## config.mk

```make
export PLATFORM = sky130hd
export DESIGN_NAME = ysyx_220053_imem_resp
export DESIGN_NICKNAME = d
export VERILOG_FILES = /design/src/rtl/ysyx_220053_imem_resp.sv
export SDC_FILE = /design/constraint.sdc
export NUM_CORES = 1
export LEC_CHECK = 0
export ABC_AREA = 1
export CORE_MARGIN = 2
export CORE_UTILIZATION = 40
export DETAILED_ROUTE_END_ITERATION = 7
export GPL_TIMING_DRIVEN = 0
export PLACE_DENSITY = 0.78
export SYNTH_ARGS = -nofsm -noshare
export SYNTH_HDL_FRONTEND = slang
export SYNTH_SLANG_ARGS = --single-unit
```

## constraint.sdc

```tcl
create_clock -name clk -period 3.8 [get_ports clk]
set_input_delay 0.76 -clock clk [delete_from_list [all_inputs] [get_ports clk]]
set_output_delay 0.76 -clock clk [all_outputs]
set_load 0.01 [all_outputs]
```

## src/rtl/ysyx_220053_imem_resp.sv

```systemverilog
// ysyx_220053_imem_resp: single-outstanding instruction-fetch responder.
// Accepts one fetch at a time and checks its alignment and address window.
// A good fetch reads one 64-bit memory beat and returns the selected 32-bit
// word after LATENCY cycles. A faulting fetch answers with resp_err=1 and
// does not touch memory.
//
// Ports
//   clk, rst       clock; asynchronous active-low reset
//   req_valid/_ready/_addr   fetch request handshake, 64-bit byte PC
//   flush          synchronous cancel; wins over everything else
//   resp_valid/_ready        response handshake
//   resp_data/_err           instruction word / access fault
//   mem_en/_addr/_rdata      backing-memory read port (data valid same cycle)
module ysyx_220053_imem_resp #(
  parameter logic [63:0] BASE    = 64'h0000_0000_8000_0000,
  parameter logic [63:0] SIZE    = 64'h0000_0000_0800_0000,
  parameter int unsigned LATENCY = 1
) (
  input  logic        clk,
  input  logic        rst,
  input  logic        req_valid,
  output logic        req_ready,
  input  logic [63:0] req_addr,
  input  logic        flush,
  output logic        resp_valid,
  input  logic        resp_ready,
  output logic [31:0] resp_data,
  output logic        resp_err,
  output logic        mem_en,
  output logic [63:0] mem_addr,
  input  logic [63:0] mem_rdata
);

  localparam int unsigned CNT_W = 4;
  localparam int unsigned ADDR_W = 64;
  localparam int unsigned DATA_W = 32;
  localparam logic [ADDR_W-1:0] LIMIT = BASE + SIZE;
  localparam logic [CNT_W-1:0] CNT_LOAD = CNT_W'(LATENCY - 1);

  typedef enum logic [1:0] {
    S_IDLE = 2'd0,
    S_WAIT = 2'd1,
    S_RESP = 2'd2
  } state_e;

  state_e             state_q, state_d;
  logic [CNT_W-1:0]   cnt_q, cnt_d;
  // Byte-offset bits [1:0] are only needed for the fault check at accept time.
  logic [ADDR_W-1:2]  addr_q, addr_d;
  logic [DATA_W-1:0]  data_q, data_d;
  logic               err_q, err_d;

  logic               in_window;
  logic               fault;
  logic               accept;
  logic               first_wait;

  // Fault classification on the live request address.
  always_comb begin
    in_window = (req_addr >= BASE) && (req_addr < LIMIT);
    fault     = (req_addr[1:0] != 2'b00) || !in_window;
  end

  // Handshake and memory strobe. The counter equals its load value only in
  // the first WAIT cycle, so it doubles as the first-cycle marker.
  always_comb begin
    req_ready  = rst && (state_q == S_IDLE) && !flush;
    accept     = req_valid && req_ready;
    first_wait = (state_q == S_WAIT) && (cnt_q == CNT_LOAD);
    mem_en     = first_wait && !flush;
    mem_addr   = mem_en ? {addr_q[ADDR_W-1:3], 3'b000} : '0;
    resp_valid = (state_q == S_RESP);
    resp_data  = data_q;
    resp_err   = err_q;
  end

  // Next-state logic.
  always_comb begin
    state_d = state_q;
    cnt_d   = cnt_q;
    addr_d  = addr_q;
    data_d  = data_q;
    err_d   = err_q;
    if (flush) begin
      state_d = S_IDLE;
      cnt_d   = '0;
    end else begin
      unique case (state_q)
        S_IDLE: begin
          if (accept) begin
            addr_d = req_addr[ADDR_W-1:2];
            if (fault) begin
              state_d = S_RESP;
              err_d   = 1'b1;
              data_d  = '0;
            end else begin
              state_d = S_WAIT;
              cnt_d   = CNT_LOAD;
              err_d   = 1'b0;
            end
          end
        end
        S_WAIT: begin
          if (first_wait) begin
            data_d = addr_q[2] ? mem_rdata[63:32] : mem_rdata[31:0];
          end
          if (cnt_q == '0) begin
            state_d = S_RESP;
          end else begin
            cnt_d = cnt_q - CNT_W'(1);
          end
        end
        S_RESP: begin
          if (resp_ready) begin
            state_d = S_IDLE;
          end
        end
        default: begin
          state_d = S_IDLE;
          cnt_d   = '0;
        end
      endcase
    end
  end

  // State register.
  always_ff @(posedge clk or negedge rst) begin
    if (!rst) begin
      state_q <= S_IDLE;
      cnt_q   <= '0;
      addr_q  <= '0;
      data_q  <= '0;
      err_q   <= 1'b0;
    end else begin
      state_q <= state_d;
      cnt_q   <= cnt_d;
      addr_q  <= addr_d;
      data_q  <= data_d;
      err_q   <= err_d;
    end
  end

endmodule

```

==> out/metrics.csv, run 1 <==
metric,value,unit
Final Power,2648,uW
Net Sw Power,734.8,uW
CP max stage cell,clkdlybuf4s50_1,
worst slew pin tran,0.6239,ns
r2r worst-path depth,7,
Die Y-Extent,116.5,um
Critical Path Source Type,primary input,
Layout Cells excl Fill,1104,
initial antenna violation count,0,
critical path cell sequence,clkdlybuf4s50_1 > nor2_1 > inv_1 > nor2_2 > inv_2 > buf_2 > nor2_1 > clkdlybuf4s50_1,
min-delay worst type,in -> async,
Setup crit end kind,output pin,
pwr/cell area,336.8,nW/um2
final WL,15030,um
VDD IR max,0.0002020,V
Critical Path RT,3.04,ns
CTS Buffer Depth,2,
DR iter-0 viols,393,
fin crit share,92.30,%
# diodes,0,
layout overhead on the synthesized area,55.37,%
post-synthesis sequential area ratio,49.95,%
Placement Setup Slack,0.2662,ns
Residual DRC,0,
WS Path Type,in -> out,
FP Rows,41,
placed instance area,7600,um2
Slew Limit Fails,0,
io pins,233,
Internal,1913,uW
DRT Pass-1 Iters,4,
Reg power frac,47.5,%
Post-Route Utilization,63.06,%
Post-synth ARST share,100.0,%
Combinational Power Share,20.8,%
top cell type's share of synthesized area,49.95,%
Worst Clk Skew,0.006640,ns
FMAX,285.1,MHz
layout cell share with drive strength beyond 1,5.365,%
Antenna Violating Nets Remaining,0,
Slew HR,58.40,%
synth cell count leaders,"159 x nand2_1, 151 x nor2_1, 101 x dfrtp_1, 90 x a21oi_1, 77 x inv_1",
FF-to-FF setup slack,2.06,ns
CTS root buf,clkbuf_16,
Initial Utilization,40.59,%
RSZ-0062 raised after global routing,false,
Core Region,12470,um2
Worst-Skew Late Latency,0.34,ns
TritonCTS Buffers,9,
Post-CTS Setup Bufs,0,
Final Instance Area,7861,um2
#FFs+latches synth,101,
Layout Nets,1061,
via count of the first global-routing pass,4752,
TritonCTS Sinks,101,
Placed Cells,1088,
Area contributors post-synth,"dfrtp_1 50%, nand2_1 12%, nor2_1 11%",
number of synthesized flops with an enable pin,0,
H-tree depth,3,
GPL Wtd Cong,0.8425,
clock network power share,31.7,%
post-synth cell types,26,
largest net degree at the start of global routing,64,
post-synth top area cell,dfrtp_1,
Main synth FF type,dfrtp_1,
min setup slack post-route,0.2924,ns
Fill cells,1176,
Avg Inst Size Synth,7.397,um2
Detailed Place HPWL,11330,um
Syn Std Cell Area,5060,um2
MaxCap Viol Count,0,
Tmin final,3.508,ns
clock transition at the registers of the reported paths,0.07,ns
TritonCTS clock tree,done,
CP arrival,2.75,ns
Horiz. Die Dim,116.5,um
"slowest stage delay, CP",0.59,ns
post_cts resized,0,
die footprint,13570,um2
cell count after synthesis,684,
first-pass GRT wire length,23490,um
I/O Buffers,229,
Overflow after GRT,0,
warnings from Yosys,0,
GRT Total Usage,22.33,%
most common cell in the netlist,nand2_1,
setup violators final,0,
leak pwr,0.003823,uW
status,"finished, final reports clean",
Vias/cell,4.559,
final hold violations,0,
Wirelength per Cell,13.62,um
Sw Ratio,27.75,%
vias post-DR,5033,
count of hold buffers inserted by post-cts repair,0,
crit path max fanout,10,
path summary, 6_finish.rpt:
kind / startpoint / to
max: flush / mem_addr[35]
min: rst / resp_data[23]
max reg2reg: state_q[0] / addr_q[51]
min reg2reg: resp_data[19] / resp_data[19]
max in group asynchronous: rst / addr_q[27]
min in group clk: resp_data[19] / resp_data[19]
state kept, by name, indices dropped and copies added, names as in the netlist:
register   count
addr_q        62
resp_data     32
cnt_q          4
state_q        2
resp_err       1
logic make-up after synthesis:
kind of cell               count (synthesis)  share of synthesized area, %
AOI/OAI and AO/OA                        101                         10.26
other                                      1                       0.07411
buffers and inverters                    120                         10.88
adders and majority gates                  1                        0.2472
and+or+nand+nor                          359                         28.41
xor gates and xnor gates                   1                        0.1731
DFF                                      101                         49.95
metrics by stage:
stage | hold slack, ns | setup TNS, ns
6_report | 0.3920 | 0
5_1_grt | 0.4273 | 0
4_1_cts | 0.4039 | 0
2_1_floorplan | 0.4419 | 0
3_5_place_dp | 0.4571 | 0
3_3_place_gp | 0.4532 | -444.50
power groups by stage:
| stage | Sequential, uW | Clock, uW | Combinational [uW] |
|---|---|---|---|
| finish | 1260 | 838 | 551 |
| global route | 1270 | 902 | 625 |
| CTS | 1260 | 853 | 558 |
| detailed placement | 1280 | 0 | 553 |
| global placement | 1280 | 0 | 536 |
| floorplan | 1270 | 0 | 297 |
layer usage:
metal / up-vias / track usage (%) / part of all wire (%)
li1: 2572 / - / -
met1: 2259 / 27.65 / 42
met2: 187 / 36.82 / 47
met3: 15 / 7.213 / 9.6
met4: 0 / 7.857 / 1.7
met5: - / 0 / 0
worst max-delay path: cells and delay by family:
| family | cells | cell delay, ns |
|---|---|---|
| buffers and inverters | 5 | 1.54 |
| AND/OR/NAND/NOR | 3 | 0.44 |
final cells by class:
| class | count | area, um2 | area share (%) |
|---|---|---|---|
| Buffer | 42 | 257.7 | 3.279 |
| Clock buffer | 12 | 236.5 | 3.008 |
| Clock inverter | 4 | 25.02 | 0.3183 |
| Inverter | 78 | 292.8 | 3.724 |
| Multi-Input combinational cell | 465 | 1989 | 25.31 |
| Sequential cell | 101 | 2527 | 32.15 |
| Tap cell | 172 | 215.2 | 2.738 |
| Timing Repair Buffer | 230 | 2317 | 29.48 |
placed cells by master (no fill, tap or decap):
cell,n
a21oi_1,90
a21oi_4,1
buf_1,4
buf_16,1
buf_2,8
buf_4,7
buf_6,9
clkbuf_1,18
clkbuf_16,9
clkdlybuf4s50_1,228
clkinv_2,2
clkinvlp_4,2
conb_1,3
dfrtp_1,101
ha_1,1
inv_1,77
inv_2,1
nand2_1,159
nand2_2,4
nand2_4,1
nand3_1,37
nor2_1,151
nor2_2,2
nor2_4,2
nor3_1,1
nor4_1,1
o21ai_0,8
o21ai_1,1
o21bai_1,1
or2_2,1
xor2_1,1
No activity file was read; power rests on OpenSTA's default activity.
==> run 2: changes to the inputs <==
--- a/config.mk
+++ b/config.mk
@@ -7,10 +7,10 @@
 export LEC_CHECK = 0
 export ABC_AREA = 1
 export CORE_MARGIN = 2
-export CORE_UTILIZATION = 40
+export CORE_UTILIZATION = 45
 export DETAILED_ROUTE_END_ITERATION = 7
 export GPL_TIMING_DRIVEN = 0
-export PLACE_DENSITY = 0.78
+export PLACE_DENSITY = 0.86
 export SYNTH_ARGS = -nofsm -noshare
 export SYNTH_HDL_FRONTEND = slang
 export SYNTH_SLANG_ARGS = --single-unit
==> out/metrics.csv, run 2 (same netlist as run 1, synthesis figures left out) <==
metric,value,unit
Critical Path Source Type,primary input,
vias post-DR,5041,
Worst Clk Skew,0.01357,ns
VDD IR max,0.0001779,V
Final Instance Area,7744,um2
TritonCTS Buffers,9,
CP arrival,2.71,ns
FP Rows,38,
Sequential cell area,2527,um2
layout cell share with drive strength beyond 1,5.687,%
Post-CTS Setup Bufs,0,
Setup crit end kind,output pin,
r2r worst-path depth,10,
leak pwr,0.003789,uW
crit path max fanout,10,
H-tree depth,3,
fin crit share,91.20,%
CTS root buf,clkbuf_8,
Overflow after GRT,0,
"commonest non-fill, non-tap cell in the layout",clkdlybuf4s50_1,
most frequent cells in the layout,"228 x clkdlybuf4s50_1, 159 x nand2_1, 151 x nor2_1, 101 x dfrtp_1, 90 x a21oi_1",
GPL Wtd Cong,0.8700,
Horiz. Die Dim,110.0,um
DRT Pass-1 Iters,4,
Final Power,2460,uW
Fill cells,905,
count of hold buffers inserted by post-cts repair,0,
Wirelength per Cell,13.63,um
Residual DRC,0,
status,"finished, final reports clean",
largest net degree at the start of global routing,67,
layout overhead on the synthesized area,53.04,%
Reg-to-Reg Start,cnt_q[0],
die footprint,12110,um2
via count of the first global-routing pass,4793,
pwr/cell area,317.7,nW/um2
FF-to-FF setup slack,2.12,ns
Slew Limit Fails,0,
placed instance area,7560,um2
initial antenna violation count,0,
first-pass GRT wire length,22740,um
MaxCap Viol Count,0,
Critical Path RT,3.04,ns
Sum Neg Setup Slack,0,ns
Largest Register,addr_q,
final WL,14610,um
RSZ-0062 raised after global routing,false,
Die Y-Extent,110.0,um
TritonCTS Sinks,101,
Largest register FFs,62,
min-delay worst type,in -> async,
Multi-input gate area,1989,um2
WS Path Type,in -> out,
setup violators final,0,
GRT Total Usage,24.21,%
Antenna Violating Nets Remaining,0,
io pins,233,
TritonCTS clock tree,done,
Core Region,10890,um2
CTS Buffer Depth,2,
# diodes,0,
Layout Nets,1061,
Vias/cell,4.702,
I/O Buffers,229,
Slew HR,65.85,%
Initial Utilization,46.47,%
Worst-Skew Late Latency,0.35,ns
clock transition at the registers of the reported paths,0.11,ns
post_cts resized,0,
Reg2Reg Capture Point,resp_data[31],
Critical path origin,flush,
DR iter-0 viols,270,
FMAX,288.6,MHz
Tmin final,3.465,ns
final hold violations,0,
worst slew pin tran,0.5123,ns
Detailed Place HPWL,11300,um
-- run 2: cell count changes in the layout (fill, tap and decap cells not counted) --
cell and delta:
clkinv_4 +2, clkbuf_8 +9, inv_8 +2, clkbuf_16 -9
clkinv_2 -1, clkbuf_1 -3
-- run 2: per-layer routing --
layer | global-route usage (%) | share of wire, % | vias to the layer above
met3 | 7.760 | 9.0 | 16
li1 | - | - | 2570
met1 | 29.68 | 41 | 2286
met4 | 6.872 | 1.4 | 0
met2 | 40.97 | 48 | 169
met5 | 0 | 0 | -
-- run 2: cell type report --
type	count	area share, %
Inverter	78	3.781
Clock inverter	7	0.7756
Timing Repair Buffer	230	29.92
Sequential cell	101	32.64
Tap cell	140	2.262
Buffer	42	3.328
Multi-Input combinational cell	465	25.69
Clock buffer	9	1.600
-- run 2: worst max-delay path, cell delays in order --
cell and delay, ns:
clkdlybuf4s50_1 0.50, nor2_1 0.13, inv_1 0.08, nor2_2 0.18, inv_2 0.12, buf_2 0.20
nor2_1 0.17, clkdlybuf4s50_1 0.56
-- run 2: worst max-delay path by stage --
stage	endpoint
floorplan	mem_addr[10]
global placement	req_ready
detailed placement	mem_addr[23]
CTS	mem_addr[23]
global route	mem_addr[23]
finish	mem_addr[23]
-- run 2: through the flow --
stage,hold WS (ns),worst slack [ns],cells,utilization (%)
floorplan,0.4419,1.469,686,-
global placement,0.4528,-2.831,1055,69.20
detailed placement,0.4573,0.3053,1056,69.43
CTS,0.3604,0.3010,1072,71.12
global route,0.3747,0.2058,1072,71.12
finish,0.3586,0.3345,1072,71.12
-- run 2: power breakdown --
| part | leakage, uW | internal (uW) | switching, uW |
|---|---|---|---|
| logic | 0.00248 | 251 | 301 |
| clock network | 0.0000892 | 249 | 401 |
| registers | 0.00122 | 1220 | 40.7 |
